File: config.mk
export PLATFORM = sky130hd
export DESIGN_NAME = cnt_en_ctrl
export DESIGN_NICKNAME = d
export VERILOG_FILES = /design/src/rtl/cnt_en_ctrl_pkg.sv /design/src/rtl/cnt_en_debounce.sv /design/src/rtl/cnt_en_ctrl.sv
export SDC_FILE = /design/constraint.sdc
export NUM_CORES = 1
export LEC_CHECK = 0
export CORE_UTILIZATION = 27
export CTS_BUF_LIST = sky130_fd_sc_hd__clkbuf_8
export CTS_CLUSTER_SIZE = 24
export DETAILED_ROUTE_END_ITERATION = 7
export PLACE_DENSITY = 0.43
export REMOVE_ABC_BUFFERS = 1
export SLEW_MARGIN = 20
export SYNTH_ARGS = -nofsm -noshare
export SYNTH_HDL_FRONTEND = slang
export SYNTH_SLANG_ARGS = --single-unit
File: constraint.sdc
create_clock -name CLK -period 1.4 [get_ports CLK]
set_input_delay 0.28 -clock CLK [delete_from_list [all_inputs] [get_ports CLK]]
set_output_delay 0.28 -clock CLK [all_outputs]
set_load 0.02 [all_outputs]
File: src/rtl/cnt_en_ctrl_pkg.sv
// Shared definitions for the decade-counter enable controller: run-state
// encodings and default timing constants.
package cnt_en_ctrl_pkg;

    typedef enum logic {
        ST_IDLE = 1'b0,
        ST_RUN  = 1'b1
    } run_state_e;

    localparam int DIV_DEF    = 10;
    localparam int DB_CNT_DEF = 4;

endpackage

File: src/rtl/cnt_en_debounce.sv
// Button conditioner: 2-flop synchroniser, debounce filter and a one-cycle
// press pulse on each debounced rising edge.
module cnt_en_debounce
    import cnt_en_ctrl_pkg::*;
#(
    parameter int DB_CNT = DB_CNT_DEF,
    parameter int DB_W   = 3
) (
    input  logic clk,
    input  logic rst,
    input  logic din,
    output logic press
);

    logic            sync1;
    logic            sync2;
    logic            stable;
    logic            stable_d;
    logic [DB_W-1:0] cnt;

    always_ff @(posedge clk) begin
        if (rst) begin
            sync1    <= 1'b0;
            sync2    <= 1'b0;
            stable   <= 1'b0;
            stable_d <= 1'b0;
            press    <= 1'b0;
            cnt      <= '0;
        end else begin
            sync1    <= din;
            sync2    <= sync1;
            stable_d <= stable;
            press    <= stable & ~stable_d;
            // any agreeing cycle restarts the qualification window
            if (sync2 == stable) begin
                cnt <= '0;
            end else if (cnt == DB_W'(DB_CNT - 1)) begin
                stable <= sync2;
                cnt    <= '0;
            end else begin
                cnt <= cnt + DB_W'(1);
            end
        end
    end

endmodule

File: src/rtl/cnt_en_ctrl.sv
// Turns start/stop and single-step buttons into one-clock EN pulses for the
// decade counter: free-running via a prescaler, or one pulse per step press.
module cnt_en_ctrl
    import cnt_en_ctrl_pkg::*;
#(
    parameter int DIV    = DIV_DEF,
    parameter int DIV_W  = 4,
    parameter int DB_CNT = DB_CNT_DEF,
    parameter int DB_W   = 3
) (
    input  logic CLK,
    input  logic RESET,
    input  logic START_STOP,
    input  logic STEP_IN,
    output logic EN,
    output logic RUN
);

    run_state_e       state, state_n;
    logic [DIV_W-1:0] presc, presc_n;
    logic             en_n;
    logic             ss_press;
    logic             step_press;

    cnt_en_debounce #(.DB_CNT(DB_CNT), .DB_W(DB_W)) u_db_ss (
        .clk   (CLK),
        .rst   (RESET),
        .din   (START_STOP),
        .press (ss_press)
    );

    cnt_en_debounce #(.DB_CNT(DB_CNT), .DB_W(DB_W)) u_db_step (
        .clk   (CLK),
        .rst   (RESET),
        .din   (STEP_IN),
        .press (step_press)
    );

    always_ff @(posedge CLK) begin
        if (RESET) begin
            state <= ST_IDLE;
            presc <= '0;
            EN    <= 1'b0;
        end else begin
            state <= state_n;
            presc <= presc_n;
            EN    <= en_n;
        end
    end

    always_comb begin
        state_n = state;
        presc_n = presc;
        en_n    = 1'b0;
        case (state)
            ST_IDLE: begin
                presc_n = '0;
                // start/stop has priority; a coincident step is dropped
                if (ss_press) state_n = ST_RUN;
                else if (step_press) en_n = 1'b1;
            end
            ST_RUN: begin
                if (ss_press) begin
                    // stopping on the wrap edge suppresses that final pulse
                    state_n = ST_IDLE;
                    presc_n = '0;
                end else if (presc == DIV_W'(DIV - 1)) begin
                    en_n    = 1'b1;
                    presc_n = '0;
                end else begin
                    presc_n = presc + DIV_W'(1);
                end
            end
        endcase
    end

    assign RUN = (state == ST_RUN);

endmodule

## Word level (Yosys, flattened, before mapping)

Cells that the tools add are included.

| cells by class | value |
|---|---|
| $add $sub $neg | 3 |
| $mul | 0 |
| divide/modulo/power cells | 0 |
| order comparisons | 0 |
| equal/unequal tests | 5 |
| shift-type cells | 0 |
| muxes and demuxes | 11 |
| bitwise gates (word level) | 7 |
| reduce and logical (&&, ||, !) cells | 4 |

Operators with widths:

| cell | number |
|---|---|
| 4-bit two-way mux | 2 |
| 4-bit one-hot mux with 2 select lines | 1 |
| 3-bit by 1-bit adder with 3-bit output (second input constant) | 2 |
| 3-bit by 2-bit == test with 1-bit output (second input constant) | 2 |
| 1-bit two-way mux | 6 |
| 3-bit OR reduction | 2 |
| 1-bit inverter | 5 |
| 4-bit by 1-bit adder with 4-bit output (second input constant) | 1 |
| 4-bit == test (second input constant) | 1 |
| 1-bit one-hot mux with 2 select lines | 2 |
| 2-bit AND reduction | 2 |
| 1-bit AND | 2 |
| 1-bit == test | 2 |

| word-level totals | value |
|---|---|
| register bits after elaboration | 22 |
| latch bits | 0 |
| RAM bits | 0 |
| bits in read-only memories | 0 |
| input port bits | 4 |
| output and inout port bits | 2 |
| word-level logic and storage cells | 45 |
| memories kept | 0 |

## Depth between registers and ports, before layout

| logic depth | value |
|---|---|
| depth in word-level cells | 4 |
| depth in mapped cells | 5 |
| depth with buffers taken out | 5 |

## By module

A second synthesis with hierarchy kept.

| unflattened totals | value |
|---|---|
| cells, all modules | 66 |
| area total of the unflattened synthesis | 784.5 um^2 |

Modules (own cells, without submodules):

| module | instances | cells each | area each (um^2) | seq. area each (um^2) |
|---|---|---|---|---|
| cnt_en_debounce | 2 | 21 | 266.5 | 160.2 |
| cnt_en_ctrl | 1 | 24 | 251.5 | 120.1 |

## Worst setup path before layout

OpenSTA, ideal clock, no wires.

| timing path | value |
|---|---|
| kind | register -> register |
| start | reg u_db_ss.cnt[0] |
| end | reg u_db_ss.cnt[0] |
| setup time | 63 ps |
| data arrival time | 1,159 ps |
| data required time | 1,337 ps |
| path slack | 179 ps |
| cell stages (with the launch flop) | 5 |
| buffers on the path | 0 |
| clock period less this slack | 1,221 ps |
| cell sequence | dfxtp_1 -> ha_1 -> ha_1 -> or3_4 -> nor2_2 |

| between the ends | value |
|---|---|
| word-level cells in the longest chain between the ends | 2 |

RTL lines:

| element | RTL line | RTL |
|---|---|---|
| from (decl) | cnt_en_debounce.sv:19 | `logic [DB_W-1:0] cnt;` |
| from (signal assigned) | cnt_en_debounce.sv:41 | `cnt <= cnt + DB_W'(1);` |
| branches (longest 2 deep; another with 3-bit by 1-bit adder with 3-bit output) | -- |  |

Parallel ways; which one is timed is not known.
A chain may end at the register's enable or synchronous reset.

## Worst setup path in the final report

| timing path | value |
|---|---|
| start | reg u_db_ss.cnt[0] |
| end | reg u_db_ss.cnt[1] |

The elaborated chain is that of the path after synthesis.

==> metrics <==
fmax between 0.7 and 0.8 GHz; largest net degree at the start of global routing 13; Crit path required time 1.60 ns; Area growth, synth to finish 18.9%; routed wire length 944 um; CP Class flip-flop to flip-flop; area occupied by multi-input gates 318 um^2; Post-Syn Area slightly below 800 um^2; Slew Limit Fails 0; yosys warns 0; Die W approximately 56 um; Crit. End Element flip-flop; Yosys top cell area share 55.9%; clock skew 0.00344 ns; layout cells sized above 1 19.8%; Hold Crit Endpoint u_db_step.press$_SDFF_PP0_; vias per cell 3.96; detailed placement HPWL 698 um; post-route minimum period 1.30 ns; vias after detailed routing 444; worst slew pin tran 0.222 ns; CP Max Fanout 3; CTS buffer count 3; CTS HTree Levels 1; Max-slew headroom 85.2%; Setup crit start kind flip-flop; Total GRT Usage between 7 and 8%; depth of the most critical reg-to-reg path 4; initial DRC count 9; Clock Sinks 22; run status completed; io pins 6; Mean Syn Cell Area 11.1 um^2; Setup crit start u_db_ss.cnt[0]$_SDFF_PP0_; ant diodes 0; register area share after synthesis 55.9%; TritonCTS clock tree yes; 1st-pass router iterations 2; Mapped Cells 71; fillers 281; Seq cells post-synth 22; Register Area 440 um^2; Hold Path Cell Cnt 1; final worst path period share about 90%; Fin Setup TNS 0 ns; Reg2Reg Setup Slack between 0.1 and 0.15 ns; RSZ-0062 raised after global routing no; first-pass GRT wire length 1.70 mm; drc violations 0; pwr dens 1180 nW/um^2; IO Port Bufs 5; vias in the first global route 421; final hold violation count 0; worst vdd ir 0.774 mV; max_cap viols 0; Initial Util around 29%; core area roughly 2800 um^2; CP arrival 1.50 ns; GP Congestion 0.632; beginning of the worst hold path u_db_step.stable_d$_SDFF_PP0_; Min-Delay Path Class flip-flop to flip-flop; antenna violations before repair 0; Leak Pwr 0.372 nW; site row count 19; Unique masters post-synth 15; Setup violations, final 0; Synth area leaders dfxtp_1, ha_1, nor2_2; ANT nets after route 0; Clock Path Buffers 2; worst reg2reg endpoint u_db_ss.cnt[1]$_SDFF_PP0_; Clock Latency Late Sink 0.26 ns; Clock Tree Root clkbuf_8; Crit Reg-Reg Startpoint u_db_ss.cnt[0]$_SDFF_PP0_; gr ovfl total 0; Die ar. around 3100 um^2; cell taking the most area after synthesis dfxtp_1; clock-pin slew on the worst setup and hold paths 0.08 ns; hold_ws 0.386 ns; Final Net Count 92; DIE HEIGHT 56.0 um; Avg WL per Cell approximately 8.4 um
## cell type report
| cell class | count | area share, % |
|---|---|---|
| flip-flops and latches | 22 | 47.0 |
| clock buffers | 4 | 5.87 |
| repair buffers | 7 | 6.68 |
| well taps | 31 | 4.14 |
| inverters | 6 | 2.40 |
| multi-input cells | 42 | 33.9 |
## cell usage in the layout, fill, tap and decap left out, drive strengths merged
cell type and instances:
inv 6, mux2i 3, clkbuf 4, nand3 2
clkdlybuf4s50 3, nor2b 6, dlygate4sd2 2, dfxtp 22
nor2 14, xor2 1, xnor2 4, and2b 2
ha 6, and2 1, buf 2, or3 2
nand3b 1
## routing by layer
layer  up-vias  share of wire, %  GRT usage [%]
li1        239                 -              -
met1       193                46           7.65
met2        10                44           11.2
met3         2               7.4           5.12
met4         0               1.9           4.18
met5         -                 0              0
## power by group
part / switching [mW] / total, mW / internal (mW)
registers: 0.00322 / 0.636 / 0.632
clock network: 0.192 / 0.443 / 0.250
logic: 0.0106 / 0.0280 / 0.0173
## flip-flops by register name, indices dropped and copies added, names as in the netlist
signal              count
EN                      1
RUN                     1
presc                   4
u_db_ss.cnt             3
u_db_ss.press           1
u_db_ss.stable          1
u_db_ss.stable_d        1
u_db_ss.sync1           1
u_db_ss.sync2           1
u_db_step.cnt           3
u_db_step.press         1
u_db_step.stable        1
u_db_step.stable_d      1
u_db_step.sync1         1
u_db_step.sync2         1
## cell usage after synthesis
cell and n:
mux2i_1 3, or3_4 2, nor2_1 8, and2b_2 2, nand3_1 2, inv_1 6, and2_1 1, xnor2_1 4
nand3b_1 1, xor2_1 1, nor2b_1 6, ha_1 6, nor2_2 6, dfxtp_1 22, buf_4 1
## worst max path at each step
stage | to | slack, ns | cells after the start
finish | u_db_ss.cnt[1]$_SDFF_PP0_ | 0.10 | 4
global route | u_db_ss.cnt[2]$_SDFF_PP0_ | 0.03 | 4
floorplan | u_db_ss.cnt[0]$_SDFF_PP0_ | 0.18 | 4
detailed placement | u_db_ss.cnt[1]$_SDFF_PP0_ | -0.01 | 3
global placement | u_db_ss.cnt[1]$_SDFF_PP0_ | 0.009 | 3
CTS | u_db_ss.cnt[1]$_SDFF_PP0_ | 0.09 | 4
## metrics by stage
step                      area [um^2]  cells  power [mW]  setup slack (ns)  utilization [%]
after floorplan                   781     70       0.663             0.179                -
final                             937    112        1.11             0.104             34.0
after detailed placement          885    108       0.679           -0.0142             32.1
after global placement            885    108       0.679           0.00939             32.1
after CTS                         937    112        1.14            0.0926             34.0
after global routing              937    112        1.16            0.0334             34.0
## worst max-delay path: stages (launching register included)
cell and delay [ns]:
dfxtp_1 0.33, ha_1 0.20, ha_1 0.21, or3_4 0.42, nor2_2 0.09
## kinds of logic (layout without fill, tap and decap cells)
logic type,Yosys count,count (layout),share of synthesized area [%]
buffers and inverters,7,17,3.81
muxes,3,3,3.81
DFF,22,22,55.9
and+or+nand+nor,28,28,21.4
xor gates and xnor gates,5,5,5.56
adders and majority gates,6,6,9.52
## repair_timing
action	4_1_cts	5_1_grt
endpoints found under the setup margin	2	0
hold endpoints to repair	0	0
buffers inserted	0	0
gates resized for setup	2	0
hold buffers	0	0
Note: power is estimated with default switching activity, not from simulation.
